`config.mk`:
```
export PLATFORM = sky130hd
export DESIGN_NAME = mult_datapath
export DESIGN_NICKNAME = d
export VERILOG_FILES = /design/src/rtl/mult_pkg.sv /design/src/rtl/mult_datapath.sv
export SDC_FILE = /design/constraint.sdc
export NUM_CORES = 1
export LEC_CHECK = 0
export ABC_CLOCK_PERIOD_IN_PS = 2900
export CORE_ASPECT_RATIO = 1.5
export CORE_MARGIN = 2
export CORE_UTILIZATION = 53
export CTS_CLUSTER_DIAMETER = 150
export DETAILED_ROUTE_END_ITERATION = 8
export GPL_TIMING_DRIVEN = 0
export PLACE_DENSITY = 0.84
export SKIP_CTS_REPAIR_TIMING = 1
export SLEW_MARGIN = 20
export SYNTH_ARGS = -nofsm -noshare
export SYNTH_HDL_FRONTEND = slang
export SYNTH_SLANG_ARGS = --single-unit
```
`constraint.sdc`:
```
create_clock -name Clock -period 2.9 [get_ports Clock]
set_input_delay 0.58 -clock Clock [delete_from_list [all_inputs] [get_ports Clock]]
set_output_delay 0.58 -clock Clock [all_outputs]
set_load 0.05 [all_outputs]
```
`src/rtl/mult_pkg.sv`:
```
// Shared definitions for the shift-add multiplier: operand width default and the
// Controller op codes, formed as {Shift1,Shift0}.
package mult_pkg;

  localparam int DEFAULT_WIDTH = 4;

  typedef enum logic [5:0] {
    OP_HOLD  = 6'b000_000,
    OP_LOAD  = 6'b101_101,
    OP_ADD   = 6'b010_010,
    OP_SHIFT = 6'b111_000
  } op_e;

endpackage

```
`src/rtl/mult_datapath.sv`:
```
// Shift-add multiplier datapath: M, {C,A,Q} and shift count, stepped by Controller op codes.
// One edge per op; there is no backpressure, and Valid freezes ADD/SHIFT until LOAD or Clear.
module mult_datapath
  import mult_pkg::*;
#(
  parameter int WIDTH = DEFAULT_WIDTH
) (
  input  logic               Clock,
  input  logic               Reset,
  input  logic               Clear,
  input  logic [2:0]         Shift1,
  input  logic [2:0]         Shift0,
  input  logic [WIDTH-1:0]   Multiplicand,
  input  logic [WIDTH-1:0]   Multiplier,
  output logic [2*WIDTH-1:0] Product,
  output logic               Valid,
  output logic               Illegal
);

  localparam int CW = $clog2(WIDTH + 1);

  logic [WIDTH-1:0] m_q, m_d;
  logic [WIDTH-1:0] a_q, a_d;
  logic             c_q, c_d;
  logic [WIDTH-1:0] q_q, q_d;
  logic [CW-1:0]    cnt_q, cnt_d;
  logic             valid_q, valid_d;
  logic             illegal_q, illegal_d;
  logic [5:0]       op;

  assign op = {Shift1, Shift0};

  always_ff @(posedge Clock or negedge Reset) begin
    if (!Reset) begin
      m_q       <= '0;
      a_q       <= '0;
      c_q       <= 1'b0;
      q_q       <= '0;
      cnt_q     <= '0;
      valid_q   <= 1'b0;
      illegal_q <= 1'b0;
    end else begin
      m_q       <= m_d;
      a_q       <= a_d;
      c_q       <= c_d;
      q_q       <= q_d;
      cnt_q     <= cnt_d;
      valid_q   <= valid_d;
      illegal_q <= illegal_d;
    end
  end

  always_comb begin
    m_d       = m_q;
    a_d       = a_q;
    c_d       = c_q;
    q_d       = q_q;
    cnt_d     = cnt_q;
    valid_d   = valid_q;
    illegal_d = illegal_q;
    if (!Clear) begin
      m_d       = '0;
      a_d       = '0;
      c_d       = 1'b0;
      q_d       = '0;
      cnt_d     = '0;
      valid_d   = 1'b0;
      illegal_d = 1'b0;
    end else begin
      case (op)
        OP_HOLD: ;
        OP_LOAD: begin
          m_d     = Multiplicand;
          q_d     = Multiplier;
          a_d     = '0;
          c_d     = 1'b0;
          cnt_d   = '0;
          valid_d = 1'b0;
        end
        OP_ADD: begin
          if (!valid_q) begin
            if (q_q[0]) {c_d, a_d} = {1'b0, a_q} + {1'b0, m_q};
            else        c_d = 1'b0;
          end
        end
        OP_SHIFT: begin
          if (!valid_q) begin
            {c_d, a_d, q_d} = {1'b0, c_q, a_q, q_q[WIDTH-1:1]};
            cnt_d = cnt_q + CW'(1);
            // Valid rises on the same edge that completes the last shift.
            if (cnt_q + CW'(1) == CW'(WIDTH)) valid_d = 1'b1;
          end
        end
        default: illegal_d = 1'b1;
      endcase
    end
  end

  assign Product = {a_q, q_q};
  assign Valid   = valid_q;
  assign Illegal = illegal_q;

endmodule

```
# Yosys cells after proc, flatten, opt, wreduce, memory -nomap -nowiden
# Cells that the tools add are included.
# totals
reg_bits	18
output_inout_bits	10
# op_classes
reduce_logical	5
n_eq_ne	11
n_mux	24
add_sub_neg	2
# ops
cell	n
2-to-1 mux 4 bit	8
equality test 6 bit (second input constant)	2
one-hot mux 4 bit (3 select lines)	1
2-to-1 mux 1 bit	9
inequality test 3 bit (second input constant)	3
one-hot mux 4 bit (2 select lines)	1
equality test 6 x 5 -> 1 bit (second input constant)	1
zero test 6 bit	1
2-to-1 mux 3 bit	2
one-hot mux 3 bit (2 select lines)	1
adder 4 x 4 -> 5 bit	1
inequality test 4 x 1 -> 1 bit (second input constant)	1
AND reduction 4 bit	1
OR reduction 4 bit	1
adder 3 x 1 -> 3 bit (second input constant)	1
equality test 3 bit (second input constant)	1
inequality test 3 x 1 -> 1 bit (second input constant)	1
one-hot mux 1 bit (3 select lines)	1
AND reduction 3 bit	1
inequality test 2 x 1 -> 1 bit (second input constant)	1
inequality test 2 bit (second input constant)	1
one-hot mux 1 bit (2 select lines)	1
AND reduction 2 bit	1

# Logic depth before layout (Yosys ltp)
# Gate-level depths: netlist (run 1).
# logic_depth
ltp_word	6
depth_mapped	7
ltp_nobuf	7

# Least setup slack after synthesis (run 1)
# OpenSTA, ideal clock, no wires.
# synth_timing
path_type	in2reg
startpoint	input port Shift0[2]
endpoint	register q_q[0]
arrival_time_ns	1.925
path_stages	6
n_path_buf	2
path_slack_ns	0.883
setup_time_ns	0.092
cell_sequence	or3b_1 -> buf_2 -> or3_1 -> buf_6 -> and2_4 -> o31ai_2
# synth_via
elab_chain_len	3
elab_cells_between_ends	7
# synth_rtl
item	line	text
from (decl)	mult_datapath.sv:12	input logic [2:0] Shift0,
equality test 6 bit	mult_datapath.sv:70	case (op)
one-hot mux 4 bit (2 select lines) (tied with other cells)	mult_datapath.sv:70	
2-to-1 mux 4 bit or AND reduction 2 bit (tied branches)	-	
to (signal assigned)	mult_datapath.sv:46	q_q <= q_d;
to (decl)	mult_datapath.sv:25	logic [WIDTH-1:0] q_q, q_d;
# Several ways; a longest one is shown, not always the timed one.
# A chain may end at the register's enable or synchronous reset.

# Final worst setup path (run 1)
# layout_timing
startpoint	input port Shift0[1]
endpoint	register a_q[2]
# layout_via
elab_chain_len	3
elab_cells_between_ends	10
# layout_rtl
item	line	text
equality test 6 bit or equality test 6 x 5 -> 1 bit (tied branches)	mult_datapath.sv:70	
inequality test 4 x 1 -> 1 bit (no line) (tied with other cells)	-	
AND reduction 4 bit (no line) or 2-to-1 mux 4 bit (tied branches)	-	
to (signal assigned)	mult_datapath.sv:36	a_q <= '0;
to (signal assigned)	mult_datapath.sv:44	a_q <= a_d;
to (decl)	mult_datapath.sv:23	logic [WIDTH-1:0] a_q, a_d;
# Several ways; a longest one is shown, not always the timed one.

==> flow_summary_export.csv, run 1 <==
group,metric,value,unit
setup_path,rr_endpoint,"a_q[3]",
global_routing,antenna_found_initial,0,
timing,setup_viol,0,
routing,wl_met3,103,um
floorplanning,die_h,61.5,um
logic_synthesis,yosysMostFrequentCell,"dfrtp_1",
global_routing,grt_max_degree,19,
setup_path,start_kind,"input pin",
logic_synthesis,ys_top_cells_by_area,"dfrtp_1 (39%), ha_1 (6.4%), mux2i_1 (5.1%)",
hold_path,min_path_cells,1,
floorplanning,rows,20,
clock_network,cts_buffer_depth,2,
outcome,status,"complete, no violations",
layout,area_growth,26.6,%
clock_network,cts_max_level,1,
routing,routed_wl,2870,um
place,dpl_cell_area,1460,um^2
floorplanning,fp.dieW,42.3,um
logic_synthesis,synthesis.nets,145,
routing,drtAntennaViolNets,0,
layout,finalInstanceArea,1480,um^2
setup_path,critical_path_class,"input pin to flip-flop",
place,placed_cells,169,
layout,final_util,0.720,
setup_path,critical_path.max_fanout,7,
setup_path,slowest_stage,"nor3_1",
pwr,powerDensity,308,nW/um^2
setup_path,regToRegSetupSlack,1.14,ns
routing,drt_pre_antenna_iters,4,
floorplanning,fp.coreArea,2050,um^2
logic_synthesis,synth_edf_count,0,
logic_synthesis,postSynthCellCount,121,
timing,worst_pin_slew,0.861,ns
logic_synthesis,ys_seq_area_frac,0.386,
place,pre_cts_ws,0.104,ns
routing,drt-initial-drc-count,29,
timing,skew,0.00766,ns
timing,finalCritPeriodShare,0.864,
routing,wl_met1,1200,um
hold_path,min_path_type,"flip-flop to flip-flop",
timing,fmax,399,MHz
setup_path,crit_chain,"clkdlybuf4s50_1 -> and3b_1 -> and2_1 -> clkbuf_1 -> nor3_1 -> mux2_2",
global_routing,grt_overflow_total,0,
floorplanning,ios,27,
timing,slew_viol_final,0,
logic_synthesis,synthTopCellsByCount,"dfrtp_1 (18), nand2_1 (11), a21oi_1 (9), nand3_1 (7)",
clock_network,cts_tree,"done",
logic_synthesis,avgSynthCellArea,9.65,um^2
layout,final_cells,172,
place,numPortBuffers,26,
floorplanning,fp.dieArea,2600,um^2
layout,fillers,174,
logic_synthesis,ys_types,39,
setup_path,worstPathRequired,3.10,ns
routing,routed.top_layer,"met4",
timing,final.setup.tns,0,ns
clock_network,clock_latency,0.31,ns
global_routing,grt_usage,0.232,
layout,seq_area,450,um^2
job,drv_cap,0,
clock_network,cts-root-buf,"clkbuf_4",
place,gp_congestion,0.876,
setup_path,r2r_cells,5,
setup_path,crit_arrival,2.71,ns
logic_synthesis,ys_ff_latch,18,
layout,drive_gt1_frac,0.0867,
timing,setup_ws,0.395,ns
layout,multiInputGateArea,671,um^2
clock_network,cts.sinks,18,
routing,wire_per_inst,16.7,um
logic_synthesis,ys.flop_type,"dfrtp_1",
hold_path,whs_endpoint,"Illegal",
floorplanning,start_util,0.569,
routing,met2_length,1520,um
logic_synthesis,netlist.area_leader.share,0.386,
logic_synthesis,synth_area,1170,um^2
clock_network,numCtsBuffers,3,
global_routing,grt_pass1_vias,1056,
routing,num_vias,1064,
setup_path,cp_slowest_stage_delay,0.56,ns
timing,hold_viol_final,0,
hold_path,hold_path_startpoint,"Illegal",
timing,slew_headroom,0.424,
pwr,p_leak,0.612,nW
pwr,peakVddDrop,289,uV
routing,via_per_inst,6.19,
layout,nets,176,
setup_path,r2r-start,"a_q[2]",
setup_path,end_kind,"flip-flop",
timing,rsz0062_at_grt,"no",
logic_synthesis,ys_warn_count,0,
place,hpwl,2140,um
timing,post-route-min-period,2.51,ns
logic_synthesis,synth_top_cell_by_area,"dfrtp_1",
logic_synthesis,synthArstFlopShare,1.00,
routing,remaining_drc_errors,0,
clock_network,clk_pin_slew_worst_paths,0.11,ns
global_routing,grt_first_pass_wirelength,4580,um
layout,diodes,0,
==> power breakdown <==
group / internal (mW) / switching [mW]
clock network: 0.0486 / 0.0832
registers: 0.253 / 0.00155
logic: 0.0321 / 0.0370
total: 0.334 / 0.122
==> cells by family (layout without fill, tap and decap cells) <==
logic type                 after synthesis  in the layout  synth area share
and+or+nand+nor                         48             48             0.236
adders and majority gates                7              7            0.0815
xor gates and xnor gates                 2              2            0.0150
buffers and inverters                   10             39            0.0396
DFF                                     18             18             0.386
AOI/OAI and AO/OA                       28             28             0.171
muxes                                    8              8            0.0707
==> how the worst max path moves through the flow <==
stage / from / endpoint / slack, ns
after global placement: Shift0[1] / a_q[0] / 0.15
after global routing: Shift1[0] / a_q[2] / 0.29
after CTS: Shift0[1] / a_q[2] / 0.42
final: Shift0[1] / a_q[2] / 0.39
after floorplan: Shift0[2] / q_q[0] / 0.88
after detailed placement: Shift0[1] / a_q[2] / 0.10
==> layout make-up <==
cell class	count	area share
well taps	22	0.0186
multi-input cells	93	0.454
clock buffers	3	0.0152
inverters	4	0.0102
flip-flops and latches	18	0.305
plain buffers	6	0.0212
repair buffers	26	0.176
==> layer usage <==
metal | track usage | vias to the layer above
met1 | 0.265 | 522
met5 | 0 | -
met4 | 0.125 | 0
met2 | 0.424 | 30
li1 | - | 506
met3 | 0.0264 | 6
==> state kept, by name, summed over array words and instances (netlist names) <==
signal,count
m_q,4
c_q,1
Illegal,1
Valid,1
q_q,4
a_q,4
cnt_q,3
==> placed cells by master (no fill, tap or decap), types with 3 or more instances in the layout <==
cell / Yosys / routed
nand4_1: 4 / 4
nor2_1: 3 / 3
clkdlybuf4s50_1: 0 / 26
clkbuf_4: 0 / 3
mux2i_1: 6 / 6
clkbuf_1: 4 / 4
nor3_1: 4 / 4
o31ai_2: 4 / 4
a21oi_1: 9 / 9
nand3_1: 7 / 7
dfrtp_1: 18 / 18
nand2_1: 11 / 11
o21ai_0: 5 / 5
or3_1: 3 / 3
ha_1: 6 / 6
nand3b_1: 3 / 3
inv_1: 4 / 4
==> stage by stage <==
| stage | hold slack [ns] | total power, mW |
|---|---|---|
| global placement | 0.474 | 0.326 |
| floorplan | 0.284 | 0.288 |
| finish | 0.507 | 0.455 |
| CTS | 0.510 | 0.454 |
| detailed placement | 0.487 | 0.328 |
| global route | 0.544 | 0.468 |
==> worst max-delay path: cells and delay by family <==
family	cells	cell delay, ns
buffers and inverters	2	0.73
and+or+nand+nor	3	1.00
muxes	1	0.40
No activity file was read; power rests on OpenSTA's default activity.
==> run 2, diff against run 1 <==
--- a/config.mk
+++ b/config.mk
@@ -6,10 +6,10 @@
 export NUM_CORES = 1
 export LEC_CHECK = 0
 export ABC_CLOCK_PERIOD_IN_PS = 2900
-export CORE_ASPECT_RATIO = 1.5
 export CORE_MARGIN = 2
 export CORE_UTILIZATION = 53
 export CTS_CLUSTER_DIAMETER = 150
+export CTS_CLUSTER_SIZE = 8
 export DETAILED_ROUTE_END_ITERATION = 8
 export GPL_TIMING_DRIVEN = 0
 export PLACE_DENSITY = 0.84
==> flow_summary_export.csv, run 2 (synthesized netlist as in run 1, its figures left out) <==
group,metric,value,unit
timing,fmax,401,MHz
timing,finalCritPeriodShare,0.860,
clock_network,cts_buffer_depth,2,
pwr,powerDensity,322,nW/um^2
hold_path,min_path_cells,1,
clock_network,clk_pin_slew_worst_paths,0.12,ns
place,numPortBuffers,26,
pwr,peakVddDrop,250,uV
setup_path,cp_slowest_stage_delay,0.54,ns
pwr,p_leak,0.619,nW
layout,final_util,0.741,
routing,drt-initial-drc-count,27,
clock_network,cts_tree,"done",
pwr,p_int,362,uW
global_routing,antenna_found_initial,0,
timing,hold_viol_final,0,
routing,num_vias,1076,
floorplanning,ios,27,
pwr,finalPower,482,uW
setup_path,end_kind,"flip-flop",
outcome,status,"complete, no violations",
place,gp_congestion,0.949,
routing,wire_per_inst,15.9,um
clock_network,cts-root-buf,"clkbuf_4",
layout,drive_gt1_frac,0.0927,
pwr,power.share.clock,0.331,
place,pre_cts_ws,0.113,ns
hold_path,hold_path_startpoint,"Illegal",
setup_path,path_buf_inv,2,
setup_path,r2r_cells,5,
timing,slew_viol_final,0,
setup_path,critical_path.max_fanout,7,
timing,rsz0062_at_grt,"no",
timing,setup_ws,0.407,ns
routing,routed_wl,2820,um
timing,skew,0.0107,ns
timing,whs,0.500,ns
floorplanning,fp.coreArea,2020,um^2
floorplanning,fp.dieW,50.9,um
pwr,pwr-share-comb,0.141,
timing,setup_viol,0,
global_routing,grt_max_degree,19,
timing,final.setup.tns,0,ns
setup_path,slowest_stage,"nor3_1",
pwr,p_sw,120,uW
floorplanning,fp.dieArea,2590,um^2
setup_path,start_kind,"input pin",
floorplanning,rows,16,
clock_network,numCtsBuffers,3,
timing,slew_headroom,0.453,
layout,final_common_cell,"clkdlybuf4s50_1",
floorplanning,die_h,50.9,um
setup_path,critical_path_class,"input pin to flip-flop",
setup_path,r2r-start,"a_q[2]",
layout,final_cells,178,
place,dpl_cell_area,1460,um^2
layout,largestRegisters,"a_q: 4 flops, m_q: 4 flops, q_q: 4 flops",
pwr,swShare,0.250,
layout,diodes,0,
layout,finalInstanceArea,1500,um^2
setup_path,crit_start,"Shift1[2]",
hold_path,min_path_type,"flip-flop to flip-flop",
job,drv_cap,0,
setup_path,crit_chain,"clkdlybuf4s50_1 -> and3b_1 -> and2_1 -> clkbuf_1 -> nor3_1 -> mux2_2",
clock_network,clock_latency,0.30,ns
global_routing,grt_usage,0.234,
clock_network,cts.sinks,18,
timing,worst_pin_slew,0.817,ns
routing,via_per_inst,6.04,
setup_path,worstSetupPathDepth,6,
place,placed_cells,174,
global_routing,grt_first_pass_wirelength,4580,um
routing,drtAntennaViolNets,0,
setup_path,critPathTopFamily,"simple AND/OR/NAND/NOR gates",
setup_path,worstPathRequired,3.10,ns
timing,post-route-min-period,2.49,ns
place,hpwl,2110,um
floorplanning,start_util,0.577,
layout,nets,176,
routing,remaining_drc_errors,0,
global_routing,grt_pass1_vias,1053,
clock_network,cts_max_level,1,
global_routing,grt_overflow_total,0,
routing,drt_pre_antenna_iters,4,
setup_path,crit_arrival,2.69,ns
pwr,pwr-share-seq,0.528,
layout,final_cell_mix,"clkdlybuf4s50_1 (26), dfrtp_1 (18), nand2_1 (11)",
layout,area_growth,28.3,%
[run 2: cell count changes in the layout (fill, tap and decap cells not counted), sizes merged]
cell and change:
clkbuf +1
[run 2: layout make-up]
| class | count | area (um^2) |
|---|---|---|
| Buffer | 6 | 31.3 |
| Multi-Input combinational cell | 93 | 671 |
| Timing Repair Buffer | 26 | 260 |
| Fill cell | 158 | 524 |
| Sequential cell | 18 | 450 |
| Clock buffer | 4 | 36.3 |
| Inverter | 4 | 15.0 |
| Tap cell | 27 | 33.8 |
[run 2: worst paths after layout]
check	end	slack, ns
max	a_q[2]	0.41
min	Illegal	0.50
max reg2reg	a_q[3]	1.11
min reg2reg	Illegal	0.50
max in group asynchronous	cnt_q[1]	1.65
min in group asynchronous	m_q[0]	0.74
[run 2: power by group through the flow]
stage	Clock [mW]	Combinational (mW)	Sequential, mW
3_3_place_gp	0	0.0662	0.259
2_1_floorplan	0	0.0226	0.265
4_1_cts	0.162	0.0683	0.255
6_report	0.159	0.0678	0.255
5_1_grt	0.167	0.0734	0.255
3_5_place_dp	0	0.0680	0.260
[run 2: worst reg2reg max path, cell delays in order, from the launching register on]
cell	delay, ns
dfrtp_1	0.45
ha_1	0.37
and3_1	0.22
or3_1	0.35
a32oi_1	0.21
o2bb2ai_1	0.09
[run 2: routing by layer]
metal,track usage,share of wire,vias up
met5,0,0,-
met4,0.0631,0.0096,0
met3,0.0351,0.068,8
met2,0.407,0.49,50
met1,0.301,0.43,508
li1,-,-,510
==> RTL edit 1 (flow settings as in run 1) <==
Reset style: synchronous (`Reset`), changed in one clocked block.
--- a/src/rtl/mult_datapath.sv
+++ b/src/rtl/mult_datapath.sv
@@ -32,3 +32,3 @@
 
-  always_ff @(posedge Clock or negedge Reset) begin
+  always_ff @(posedge Clock) begin
     if (!Reset) begin
Formal check against the unedited RTL: differs if Reset is asserted again (counterexample within 4 cycles, from zero or initial values and one cycle with Reset low); with Reset held inactive, the same outputs for 10 cycles.
==> RTL edit 1 against run 1 <==
- synthesized area decreased by 7.1%
- global-route usage increased by 0.62 points
- combinational power decreased by 7.1%
- register-to-register slack improved by 100 ps
- total power increased by 3.4%
- sequential cell count unchanged
- worst setup slack improved by 310 ps
- wire length decreased by 14%
- clock skew decreased by 6.5 ps
- final area decreased by 4.7%
==> RTL edit 1: results (changes against run 1) <==
{| class="wikitable"
! Metric !! Value
|-
| Leading registers by flop count || a_q x4, m_q x4, q_q x4
|-
| Max Root-Sink Buffers || 2 (unchanged)
|-
| Met2 layer usage reported by global route || 42.0% (-0.45 points)
|-
| Antenna Cells || 0 (unchanged)
|-
| Met3 track utilization from global routing || 4.51% (+1.9 points)
|-
| Worst hold path startpoint || m_q[0]
|-
| Detailed Route WL || 2470 um (-14%)
|-
| FFs w/ async S/R, synth || 0% (-100 points)
|-
| Type of the most critical hold path || flop to flop
|-
| Violation count after the first detailed-routing iteration || 13 (-55%)
|-
| Sequential area share after synthesis || 33.2% (-5.4 points)
|-
| Count of vias placed by the detailed router || 994 (-6.6%)
|-
| Kind of cell with the highest combined delay on the critical path || buffers and inverters
|-
| Total leakage power || 0.536 nW (-12%)
|-
| Clock transition at the register clock pins on the worst setup and hold paths after CTS || 100 ps
|-
| Vias in the first global route || 935 (-11%)
|-
| Largest net degree at the start of global routing || 11 (-8)
|-
| Total nets after synthesis || 138 (-4.8%)
|-
| Switching power || 0.113 mW (-7.4%)
|-
| Met1 usage || 24.8% (-1.7 points)
|-
| H-tree depth || 1 (unchanged)
|-
| Number of max-capacitance violations reported || 0 (unchanged)
|-
| Signal arrival time at the worst endpoint || 1610 ps (-1100 ps)
|-
| Number of search-and-repair iterations in the first detailed-routing pass || 4 (unchanged)
|-
| Number of port buffers || 26 (unchanged)
|-
| Dpl ws || 549 ps (+444 ps)
|-
| Net count, final || 169 (-4.0%)
|-
| Peak ir drop on the vdd network || 0.296 mV (+2.4%)
|-
| R2r startpoint || a_q[0]
|-
| Max stage delay cell, worst path || sky130_fd_sc_hd__clkdlybuf4s50_1
|-
| Cell types with the largest area share after synthesis || sky130_fd_sc_hd__dfxtp_1, sky130_fd_sc_hd__ha_1, sky130_fd_sc_hd__a21oi_1
|-
| CP peak stage delay || 850 ps (+290 ps)
|-
| Top cell types by occurrence after synthesis || sky130_fd_sc_hd__dfxtp_1, sky130_fd_sc_hd__a21oi_1, sky130_fd_sc_hd__nand2_1
|-
| Peak fanout along the critical path || 6 (-1)
|-
| Ratio of cells with drive above 1 in the final layout || 12.5% (+3.8 points)
|-
| Number of antenna violations at the first check in global routing || 0 (unchanged)
|-
| Crit path launch || Valid
|-
| GP Congestion || 0.792 (-9.7%)
|-
| Synth warnings || 0 (unchanged)
|-
| CTS Root Buffer Type || sky130_fd_sc_hd__clkbuf_4
|-
| Combined global-route utilization of all metal layers || 23.8% (+0.62 points)
|-
| Filler instances || 169 (-2.9%)
|-
| Remaining max-slew budget at the tightest pin || 66.4% (+24 points)
|-
| Count of distinct cell types in the synthesized netlist || 47 (+21%)
|-
| Result of the run || finished clean
|-
| Worst-Skew Late Latency || 300 ps
|-
| Detailed placer's ending HPWL || 1890 um (-12%)
|-
| # DRC || 0 (unchanged)
|-
| Global-route wire length before repair || 3950 um (-14%)
|-
| Number of buffers added by the clock tree synthesis step || 3 (unchanged)
|-
| Post-Route Skew || 1.20 ps (-6.46 ps)
|}
[RTL edit 1: cell types whose count changed in the layout (fill, tap and decap cells not counted), sizes merged, moves of 2 or more]
| cell | delta |
|---|---|
| a211oi | +3 |
| a21oi | +2 |
| a22oi | +3 |
| and3b | -2 |
| dfrtp | -18 |
| dfxtp | +18 |
| mux2 | -2 |
| nand2b | +2 |
| nand3 | -3 |
| nand4 | -4 |
| nor3 | +3 |
| nor3b | -2 |
| o21ai | -3 |
[RTL edit 1: kinds of logic (layout without fill, tap and decap cells)]
family                   count (synthesis)  count (layout)  synth area share (%)
flip-flops                              18              18                  33.2
multiplexers                             5               5                  4.61
XOR/XNOR                                 2               2                  1.62
buffers and inverters                    8              38                  3.57
AND/OR/NAND/NOR                         40              40                  25.6
adder cells (fa/ha/maj)                  7               7                  8.77
AO/OA/AOI/OAI                           34              34                  22.6
[RTL edit 1: final timing paths]
kind / endpoint / slack [ps] / cells past startpoint
max: Valid / 710 / 1
min: m_q[0] / 480 / 2
max reg2reg: c_q / 1240 / 7
min reg2reg: m_q[0] / 480 / 2
[RTL edit 1: layout make-up]
| class | instances | share of cell area [%] |
|---|---|---|
| plain buffers | 4 | 1.69 |
| inverters | 4 | 1.07 |
| repair buffers | 26 | 18.5 |
| multi-input cells | 88 | 48.7 |
| flip-flops and latches | 18 | 25.6 |
| clock buffers | 4 | 2.58 |
| well taps | 22 | 1.95 |
[RTL edit 1: power groups by stage]
stage / sequential, mW / clock, mW / combinational, mW
CTS: 0.251 / 0.156 / 0.0643
global placement: 0.256 / 0 / 0.0626
detailed placement: 0.257 / 0 / 0.0639
global route: 0.251 / 0.163 / 0.0689
finish: 0.251 / 0.156 / 0.0642
floorplan: 0.263 / 0 / 0.0234
[RTL edit 1: metal layers]
layer  up-vias  part of all wire (%)
li1        491                     -
met1       461                    40
met2        35                    52
met3         7                   6.4
met4         0                   1.9
met5         -                     0
[RTL edit 1: stage by stage]
step	cells	cell area, um^2
after floorplan	114	1080
after detailed placement	162	1370
after CTS	166	1410
after global routing	166	1410
after global placement	162	1370
final	166	1410
==> RTL edit 2 (flow settings as in run 1) <==
Without the edit above. Change the package constant `DEFAULT_WIDTH` from 4 to 8.
--- a/src/rtl/mult_pkg.sv
+++ b/src/rtl/mult_pkg.sv
@@ -4,3 +4,3 @@
 
-  localparam int DEFAULT_WIDTH = 4;
+  localparam int DEFAULT_WIDTH = 8;
 
Interface: changed (resized Multiplicand, Multiplier and Product); port bits go from 27 to 43. The function was not compared with the original's and may differ.
==> RTL edit 2 against run 1 <==
- global-route usage shrank 0.95 points
- cell count grew 66%
- count of clock-buffer cells in the layout grew 3
- total power grew 130%
- worst setup slack gained 200 ps
- final area grew 69%
- sequential cell count grew 13
- hold slack lost 170 ps
- register-to-register slack lost 550 ps
- sequential power grew 78%
- synthesized area grew 63%
- wire length grew 47%
- critical path type is now flop to flop
- highest routed layer unchanged
==> RTL edit 2: results (changes against run 1) <==
{| class="wikitable"
! Metric !! Value
|-
| Result of the run || finished clean
|-
| GP Congestion || 0.893 (+1.9%)
|-
| Filler instances || 266 (+53%)
|-
| Peak ir drop on the vdd network || 0.675 mV (+130%)
|-
| Peak fanout along the critical path || 4 (-3)
|-
| Count of vias placed by the detailed router || 1654 (+55%)
|-
| Sequential area share after synthesis || 40.7% (+2.2 points)
|-
| Average routed wire per standard cell || 14.8 um (-11%)
|-
| Setup slack of the worst register-to-register path || 590 ps (-550 ps)
|-
| Number of buffers added by the clock tree synthesis step || 5 (+2)
|-
| Ratio of cells with drive above 1 in the final layout || 11.9% (+3.2 points)
|-
| Worst-Skew Late Latency || 290 ps (-20 ps)
|-
| Vias in the first global route || 1592 (+51%)
|-
| Type of the most critical hold path || input pin to asynchronous set/reset pin
|-
| Total leakage power || 1.18 nW (+94%)
|-
| Count of distinct cell types in the synthesized netlist || 46 (+18%)
|-
| H-tree depth || 2 (+1)
|-
| Post-route minimum period || 2310 ps (-199 ps)
|-
| Top cell types by occurrence after synthesis || sky130_fd_sc_hd__dfrtp_1, sky130_fd_sc_hd__nand2_1, sky130_fd_sc_hd__mux2i_1
|-
| CTS Root Buffer Type || sky130_fd_sc_hd__clkbuf_8
|-
| CP peak stage delay || 430 ps (-130 ps)
|-
| Total nets after synthesis || 229 (+58%)
|-
| Signal arrival time at the worst endpoint || 2450 ps (-260 ps)
|-
| Remaining max-slew budget at the tightest pin || 53.5% (+11 points)
|-
| Violation count after the first detailed-routing iteration || 56 (+93%)
|-
| Net count, final || 278 (+58%)
|-
| Detailed placer's ending HPWL || 3030 um (+42%)
|-
| Largest net degree at the start of global routing || 32 (+13)
|-
| Post-Route Skew || 8.03 ps (+0.374 ps)
|-
| Number of port buffers || 42 (+62%)
|-
| Kind of cell with the highest combined delay on the critical path || compound AO/OA/AOI/OAI gates
|-
| Number of search-and-repair iterations in the first detailed-routing pass || 4 (unchanged)
|-
| Dpl ws || 254 ps (+150 ps)
|-
| Clock transition at the register clock pins on the worst setup and hold paths after CTS || 70 ps (-40 ps)
|-
| Global-route wire length before repair || 6810 um (+49%)
|-
| Max stage delay cell, worst path || sky130_fd_sc_hd__fa_1
|-
| Cell types with the largest area share after synthesis || sky130_fd_sc_hd__dfrtp_1, sky130_fd_sc_hd__mux2i_1, sky130_fd_sc_hd__ha_1
|}
## RTL edit 2: kinds of logic after synthesis
group | Yosys count | synth area share [%]
simple gates | 62 | 16.0
xor+xnor | 4 | 1.84
compound gates | 53 | 21.0
mux | 17 | 8.94
buf+inv | 17 | 4.53
fa+ha+maj | 10 | 6.96
flops | 31 | 40.7
## RTL edit 2: routing by layer
metal | vias to the layer above | part of all wire [%] | GRT usage (%)
met4 | 0 | 2.4 | 12.1
met1 | 773 | 38 | 23.6
li1 | 813 | - | -
met2 | 58 | 54 | 39.4
met3 | 10 | 5.4 | 4.23
met5 | - | 0 | 0
## RTL edit 2: area by class of cell
class                      instances  area (um^2)  area share (%)
timing repair buffer              42          415            16.7
buffer                            11         63.8            2.56
clock inverter                     2         35.0            1.41
sequential                        31          776            31.2
inverter                           6         22.5           0.905
multi-input combinational        146         1040            41.9
tap                               42         52.6            2.11
clock buffer                       6         82.6            3.32
## RTL edit 2: metrics by stage
step / hold slack, ps / std cells / power (mW) / cell area [um^2]
floorplan: 284 / 194 / 0.553 / 1900
global placement: 476 / 278 / 0.630 / 2380
detailed placement: 484 / 278 / 0.632 / 2370
CTS: 355 / 286 / 1.08 / 2490
global route: 377 / 286 / 1.11 / 2490
finish: 333 / 286 / 1.07 / 2490
## RTL edit 2: worst paths after layout
kind                       cells after the start     from      end
min                                            1    Reset   a_q[5]
min in group Clock                             1  Illegal  Illegal
max in group asynchronous                      1    Reset   a_q[4]
max                                            7   a_q[0]   a_q[6]
max reg2reg                                    7   a_q[0]   a_q[6]
min reg2reg                                    1  Illegal  Illegal
## RTL edit 2: where the power goes
group / leakage, nW / switching [mW] / internal, mW
combinational: 0.700 / 0.0963 / 0.0717
sequential: 0.423 / 0.00977 / 0.445
clock: 0.0612 / 0.167 / 0.278
total: 1.18 / 0.273 / 0.794
